===== src/rtl/edge_detector_array.sv =====
// Multi-channel edge detector: per-channel synchronizer, programmable glitch filter,
// rising/falling pulses, and sticky write-1-to-clear pending flags ORed into one interrupt.
module edge_detector_array #(
    parameter int unsigned NUM_CH      = 8,
    parameter int unsigned SYNC_STAGES = 2,
    parameter int unsigned FILTER_W    = 4
) (
    input  logic                clk,
    input  logic                reset,
    input  logic [NUM_CH-1:0]   a_i,
    input  logic [FILTER_W-1:0] filter_len_i,
    input  logic [NUM_CH-1:0]   rise_en_i,
    input  logic [NUM_CH-1:0]   fall_en_i,
    input  logic [NUM_CH-1:0]   clr_i,
    output logic [NUM_CH-1:0]   level_o,
    output logic [NUM_CH-1:0]   rising_edge_o,
    output logic [NUM_CH-1:0]   falling_edge_o,
    output logic [NUM_CH-1:0]   pending_o,
    output logic                irq_o
);

    logic [SYNC_STAGES-1:0][NUM_CH-1:0] sync_q;
    logic [NUM_CH-1:0]                  sync_s;
    logic [NUM_CH-1:0]                  level_q, level_d;
    logic [NUM_CH-1:0]                  level_dly_q;
    logic [NUM_CH-1:0][FILTER_W-1:0]    cnt_q, cnt_d;
    logic [NUM_CH-1:0]                  pend_q, pend_d;

    assign sync_s = sync_q[SYNC_STAGES-1];

    // Filter: a new level must persist for filter_len_i+1 consecutive cycles.
    always_comb begin
        level_d = level_q;
        cnt_d   = cnt_q;
        for (int ch = 0; ch < int'(NUM_CH); ch++) begin
            if (sync_s[ch] == level_q[ch]) begin
                cnt_d[ch] = '0;
            end else if (cnt_q[ch] >= filter_len_i) begin
                level_d[ch] = sync_s[ch];
                cnt_d[ch]   = '0;
            end else begin
                cnt_d[ch] = cnt_q[ch] + FILTER_W'(1);
            end
        end
    end

    // Set has priority over a simultaneous clear.
    always_comb begin
        pend_d = (rising_edge_o & rise_en_i) | (falling_edge_o & fall_en_i)
               | (pend_q & ~clr_i);
    end

    always_ff @(posedge clk or posedge reset) begin
        if (reset) begin
            sync_q      <= '0;
            level_q     <= '0;
            level_dly_q <= '0;
            cnt_q       <= '0;
            pend_q      <= '0;
        end else begin
            sync_q      <= {sync_q[SYNC_STAGES-2:0], a_i};
            level_q     <= level_d;
            level_dly_q <= level_q;
            cnt_q       <= cnt_d;
            pend_q      <= pend_d;
        end
    end

    assign level_o        = level_q;
    assign rising_edge_o  = level_q & ~level_dly_q;
    assign falling_edge_o = ~level_q & level_dly_q;
    assign pending_o      = pend_q;
    assign irq_o          = |pend_q;

endmodule


===== config.mk =====
export PLATFORM = sky130hd
export DESIGN_NAME = edge_detector_array
export DESIGN_NICKNAME = d
export VERILOG_FILES = /design/src/rtl/edge_detector_array.sv
export SDC_FILE = /design/constraint.sdc
export NUM_CORES = 1
export LEC_CHECK = 0
export CAP_MARGIN = 20
export CORE_MARGIN = 2
export CORE_UTILIZATION = 56
export DETAILED_ROUTE_END_ITERATION = 8
export HOLD_SLACK_MARGIN = 0.02
export PLACE_DENSITY = 0.86
export SLEW_MARGIN = 20
export SYNTH_ARGS = -nofsm -noshare
export SYNTH_HDL_FRONTEND = slang
export SYNTH_SLANG_ARGS = --single-unit

===== constraint.sdc =====
create_clock -name clk -period 3.95 [get_ports clk]
set_input_delay 0.9875 -clock clk [delete_from_list [all_inputs] [get_ports clk]]
set_output_delay 0.9875 -clock clk [all_outputs]
set_load 0.1 [all_outputs]

# Yosys cells after proc, flatten, opt, wreduce, memory -nomap -nowiden
# Cells that the tools add are included.
[word_totals]
register_bits = 72
wordCells = 87
input_bits = 38
out_inout_bits = 33
[op_classes]
addsub = 8
eq_ne = 8
muxes = 16
n_bitwise = 18
n_reduce_logical = 9
n_lt_le_gt_ge = 8
[ops]
columns = ["op", "n"]
rows = [
  ["two-way mux 4 bit", 16],
  ["AND 8 bit", 5],
  ["adder 4 x 1 -> 4 bit, second input constant", 8],
  ["greater-or-equal comparator 4 bit", 8],
  ["inverter 8 bit", 3],
  ["bitwise OR 8 bit", 2],
  ["AND reduction 2 bit", 8],
  ["== test 1 bit", 8],
  ["inverter 1 bit", 8],
  ["OR reduction 8 bit", 1],
]

# Logic depth before layout (Yosys ltp)
# Gate-level depths: netlist of the first run.
[depth]
word_depth = 5
depth_mapped = 6
ltp_nobuf = 6

# Worst setup path after synthesis of the first run
# OpenSTA, ideal clock, no wires.
[synth_timing]
path_kind = "register to output"
startpoint = "register level_q[7] (netlist: level_o[7])"
endpoint = "output port rising_edge_o[7]"
setup_slack_ns = 0.513
path_stages_with_launch = 2
required_ns = 2.963
path_buffers = 0
arrival_ns = 2.449
path_cell_list = "dfrtp_1 nor2b_1"
[synth_via]
elab_chain_len = 1
[synth_lines]
columns = ["element", "line_no", "rtl"]
rows = [
  ["start, declared", "24", "logic [NUM_CH-1:0] level_q, level_d;"],
  ["start signal, assigned", "62", "level_q <= level_d;"],
  ["AND 8 bit", "70", "assign rising_edge_o = level_q & ~level_dly_q;"],
  ["end, declared", "16", "output logic [NUM_CH-1:0] rising_edge_o,"],
]
# Every way passes these cells.

# Worst setup path in the final report of the first run
[layout_timing]
startpoint = "register pend_q[2] (netlist: pending_o[2])"
endpoint = "output port irq_o"
[layout_via]
elab_chain_len = 1
[layout_lines]
columns = ["element", "line_no", "rtl"]
rows = [
  ["start, declared", "27", "logic [NUM_CH-1:0] pend_q, pend_d;"],
  ["start signal, assigned", "65", "pend_q <= pend_d;"],
  ["OR reduction 8 bit", "73", "assign irq_o = |pend_q;"],
  ["end, declared", "19", "output logic irq_o"],
]
# Every way passes these cells.

==> metrics, run 1 <==
synth top area cells dfrtp_1 50%, ha_1 14%, a2111oi_4 6.1%; iteration count of the initial detailed-routing pass 4; Rel. slew slack between 30% and 40%; number of diodes 0; post-synthesis sequential area ratio around half; RSZ-0062 raised after global routing no; Die Span X between 80 and 90 um; Mapped Nets roughly 370; post-layout util 73.0%; Setup Skew approximately 0.011 ns; vias in the first global route between 2,000 and 3,000; Slew Viols, Final 0; Yosys top cell by area dfrtp_1; Slowest-stage cell, CP clkdlybuf4s50_1; period utilization 80.1%; Hold Path End sync_s[6]$_DFF_PP0_; Remaining DRCs 0; Die Ht 84.5 um; post-route cell area between 4000 and 5000 um^2; Post-DRT Antenna Nets 0; Via density about 5.3; MaxCap Viol Count 0; CP Capture Type primary output; post-synthesis register bit count 72; row count 29; H-tree depth 3; hpwl dp 5.35 mm; routed via count 2,419; Worst Hold Class flip-flop to flip-flop; Longest Clk Path Bufs 2; Worst R2R Path Depth 6; Post-Route WL between 7 and 8 mm; CP Class flip-flop to primary output; # port buffers 70; Total Routing Usage GR a little over a fifth; crit path cell chain nor4_1 > nand2_1 > clkdlybuf4s50_1; Crit path arrival time 2.18 ns; min Tclk post-route ~3.2 ns; slowest cell delay on critical path slightly below 1 ns; gr ovfl total 0; largest net degree at the start of global routing 28; status finished, final reports clean; initial antenna violation count 0; EDFF count, synth 0; gpl congestion slightly below 0.8; final setup fails 0; Setup Total Neg Slack 0 ns; core box area approximately 6300 um^2; die area just over 7000 um^2; Nets approximately 460; most frequent cell after synthesis dfrtp_1; CTS resizes 0; Post-CTS Setup Inserts 0; global-route wire length before repair approximately 12 mm; CTS tree done; CP Data Required Time ~3 ns; Critical R2R Capture cnt_q[26]$_DFF_PP0_; Starting DRT DRC Count 65; Synth Flop Type dfrtp_1; synthesis warning total 0; Post-synth top cells 72 x dfrtp_1, 40 x ha_1, 40 x nor2_1, 28 x inv_1; io pins a little over 70; post-synthesis cell type count 17; Min-Delay Startpoint sync_q[6]$_DFF_PP0_; Async SR Flop Fraction between 90% and 100%; CTS buffer count 9; initial core utilization between 50% and 60%; endpoints failing hold 0; CTS Root Cell clkbuf_8; per-cell routed wire length ~15 um; share of cells above drive strength 1 16.7%; # clock sinks 72; cells after synthesis 295; hold buffer count at cts 0; Yosys top cell area share between 40% and 50%; Max Clock Freq around 0.32 GHz; Syn Std Cell Area approximately 3600 um^2; hold path cells 0; worst slew pin tran between 0.9 and 1 ns; Reg clk slew, reported paths 0.08 ns; average size of a mapped cell roughly 12 um^2; area growth from synthesis to layout 27.2%; type of origin of the critical path flip-flop; r2r setup slk 2.15 ns; worst skew pair latency approximately 0.35 ns; area post-placement between 4000 and 5000 um^2; reg-to-reg startpoint cnt_q[24]$_DFF_PP0_; Crit Path Max Fanout 3
per-layer routing:
metal | up-vias | part of all wire (%) | GRT usage, %
li1 | 1163 | - | -
met4 | 0 | 2.2 | 10.8
met5 | - | 0 | 0
met3 | 14 | 5.5 | 4.52
met2 | 66 | 50 | 37.7
met1 | 1176 | 42 | 26.5
worst max-delay path by stage:
stage                                 from                endpoint  slack [ns]  depth (start not counted)
floorplan           level_o[7]$_DFFE_PP0P_        rising_edge_o[7]        0.51                          1
global placement           filter_len_i[0]  level_o[4]$_DFFE_PP0P_        0.91                          6
detailed placement         filter_len_i[0]  level_o[3]$_DFFE_PP0P_        0.87                          6
CTS                 level_o[1]$_DFFE_PP0P_       falling_edge_o[1]        0.76                          2
global route        pending_o[2]$_DFF_PP0_                   irq_o        0.67                          3
finish              pending_o[2]$_DFF_PP0_                   irq_o        0.78                          3
stage by stage:
step                      hold slack, ns  setup slack [ns]  std cells
final                              0.350             0.785        460
after detailed placement           0.335             0.873        444
after global routing               0.358             0.670        460
after floorplan                    0.331             0.513        295
after CTS                          0.351             0.760        460
after global placement             0.332             0.905        444
final cells by class:
| cell class | count | area [um^2] |
|---|---|---|
| flip-flops and latches | 72 | 1800 |
| multi-input cells | 195 | 1720 |
| fillers | 443 | 1700 |
| repair buffers | 72 | 683 |
| clock buffers | 11 | 151 |
| inverters | 28 | 105 |
| well taps | 77 | 96.3 |
| clock inverters | 5 | 55.1 |
cells in the final DEF, fill, tap and decap left out, drive strengths merged, types with 8 or more instances in the layout:
| master | instances |
|---|---|
| nand3 | 8 |
| o21a | 8 |
| mux2 | 8 |
| clkdlybuf4s50 | 57 |
| buf | 15 |
| dfrtp | 72 |
| nor2 | 48 |
| xor2 | 16 |
| inv | 28 |
| nand2b | 8 |
| o21ai | 16 |
| a22oi | 8 |
| nor2b | 16 |
| ha | 40 |
| xnor2 | 8 |
| a2111oi | 8 |
| clkbuf | 11 |
cell families (layout without fill, tap and decap cells):
group,count (synthesis),in the layout,synth area share (%)
AO/OA/AOI/OAI,40,40,11.6
XOR/XNOR,24,24,5.80
adder cells (fa/ha/maj),40,40,13.8
buffers and inverters,28,116,2.90
flip-flops,72,72,49.7
multiplexers,8,8,3.31
AND/OR/NAND/NOR,83,83,12.9
sequential cells by signal (all words and copies together) (netlist names):
| signal | count |
|---|---|
| cnt_q | 32 |
| level_dly_q | 8 |
| level_o | 8 |
| pending_o | 8 |
| sync_q | 8 |
| sync_s | 8 |
critical path: cells and delay by family (launching register included):
| family | cells | cell delay, ns |
|---|---|---|
| buffers and inverters | 1 | 0.97 |
| DFF | 1 | 0.40 |
| and+or+nand+nor | 2 | 0.45 |
Power of run 1 is left out: the tool's default activity adds up to more than one toggle a clock period on the data nets, which glitch-free logic cannot reach.
==> run 2: changes to the inputs <==
CORE_UTILIZATION = 47   (was 56)
PLACE_DENSITY = 0.77   (was 0.86)
clock period = 2.7 ns   (was 3.95 ns; I/O delays follow)
==> run 2 against run 1 <==
Against the previous run:
- die area is 18% higher
- sequential share of layout area down 0.63 points
- flip-flop and latch count is the same
- worst setup slack worse by 0.38 ns
- highest routed layer unchanged
- design area is 1.6% higher
- clock-buffer cell count decreased by 1
- wire length increased by 1.3%
- register-to-register slack got worse by 1.3 ns
- cell count grew 5.9%
- first-iteration DRC count decreased by 7.7%
- clock skew about the same
- hold slack got worse by 0.0024 ns
==> metrics, run 2 (same netlist as run 1, synthesis figures left out) <==
status finished, final reports clean; hold path cells 0; CP startpoint filter_len_i[0]; Total Routing Usage GR between 10% and 20%; area growth from synthesis to layout 29.3%; share of cells above drive strength 1 26.2%; Setup Skew ~0.011 ns; H-tree depth 3; Rel. slew slack between 60% and 70%; min Tclk post-route roughly 2.3 ns; commonest non-fill, non-tap cell in the layout dfrtp_1; Buffers & Inverters on Critical Path 2; Post-Route WL about 7.1 mm; RSZ-0062 raised after global routing no; iteration count of the initial detailed-routing pass 4; Crit path arrival time 2.57 ns; initial antenna violation count 0; Worst Hold Class flip-flop to flip-flop; initial core utilization 47.6%; type of origin of the critical path primary input; most flop-heavy register cnt_q; Reg clk slew, reported paths about 0.080 ns; number of diodes 0; CTS Root Cell clkbuf_8; CTS buffer count 9; vias in the first global route ~2,500; Setup Total Neg Slack 0 ns; Crit Path Max Fanout 8; area of the multi-input gates 1760 um^2; Max Clock Freq roughly 0.43 GHz; CP Class primary input to flip-flop; Seq. cell area about 1800 um^2; CTS tree done; final setup fails 0; # port buffers 70; global-route wire length before repair approximately 12 mm; Min-Delay Startpoint sync_q[6]$_DFF_PP0_; Post-DRT Antenna Nets 0; Hold Path End sync_s[6]$_DFF_PP0_; hold buffer count at cts 0; Post-CTS Setup Inserts 0; CTS resizes 0; row count 32; Slew Viols, Final 0; Slowest-stage cell, CP clkdlybuf4s50_1; Die Ht slightly above 90 um; per-cell routed wire length 14.7 um; hpwl dp between 5 and 6 mm; largest net degree at the start of global routing 32; slowest cell delay on critical path 0.46 ns; Longest Clk Path Bufs 2; io pins between 70 and 80; routed via count 2,384; Crit path max-delay family compound AO/OA/AOI/OAI gates; Worst R2R Path Depth 6; Nets 458; most frequent cells in the layout 72 x dfrtp_1, 40 x nor2_1, 40 x ha_1, 37 x clkdlybuf4s50_1, 35 x buf_4; Critical R2R Capture cnt_q[12]$_DFF_PP0_; reg-to-reg startpoint cnt_q[12]$_DFF_PP0_; number of fill cells approximately 640; CP Capture Type flip-flop; worst skew pair latency 0.34 ns; crit path cell chain clkdlybuf4s50_1 > buf_4 > ha_1 > nand2b_4 > a2111oi_4 > o21ai_0 > nor2_1; period utilization 85.2%; gr ovfl total 0; Die Span X between 90 and 100 um; r2r setup slk 0.87 ns; Via density 4.90; gpl congestion about 0.75; Remaining DRCs 0; Starting DRT DRC Count 60; CP Data Required Time just under 3 ns; core box area 7610 um^2; worst slew pin tran just over 0.5 ns; number of flip-flops in the largest register 32; die area between 8000 and 9000 um^2; endpoints failing hold 0; MaxCap Viol Count 0; # clock sinks 72
## run 2: cell count changes in the layout (fill, tap and decap cells not counted), sizes merged
| cell | delta |
|---|---|
| clkdlybuf4s50 | -20 |
| inv | +1 |
| clkinv | -1 |
| buf | +22 |
| clkbuf | -1 |
| bufinv | +1 |
## run 2: final cells by class
cell class,instances,area share (%)
Inverter,28,2.24
Timing Repair Buffer,74,14.4
Multi-Input combinational cell,195,37.5
Clock inverter,6,1.98
Clock buffer,10,2.72
Tap cell,102,2.72
Sequential cell,72,38.5
## run 2: layer usage
layer  up-vias  part of all wire [%]  GRT usage (%)
met4         0                  0.88           4.48
met1      1158                    43           21.5
met2        57                    51           31.7
met5         -                     0              0
met3         6                   5.1           5.92
li1       1163                     -              -
## run 2: per-stage QoR
stage                     util [%]  std cells  cell area (um^2)  hold slack (ns)  setup WS [ns]
after floorplan                  -        295              3660            0.331         0.0388
after global placement        58.7        471              4470            0.334          0.134
after detailed placement      58.7        471              4470            0.335         0.0370
after CTS                     61.6        487              4690            0.351          0.404
after global routing          61.6        487              4690            0.357          0.292
final                         61.6        487              4690            0.347          0.400
## run 2: worst max path at each step
stage	to	slack, ns	cells past startpoint
floorplan	rising_edge_o[7]	0.04	1
global route	cnt_q[18]$_DFF_PP0_	0.29	7
finish	cnt_q[12]$_DFF_PP0_	0.40	7
CTS	cnt_q[18]$_DFF_PP0_	0.40	7
global placement	level_o[5]$_DFFE_PP0P_	0.13	7
detailed placement	cnt_q[18]$_DFF_PP0_	0.04	7
Power of run 2 is left out for the same reason.
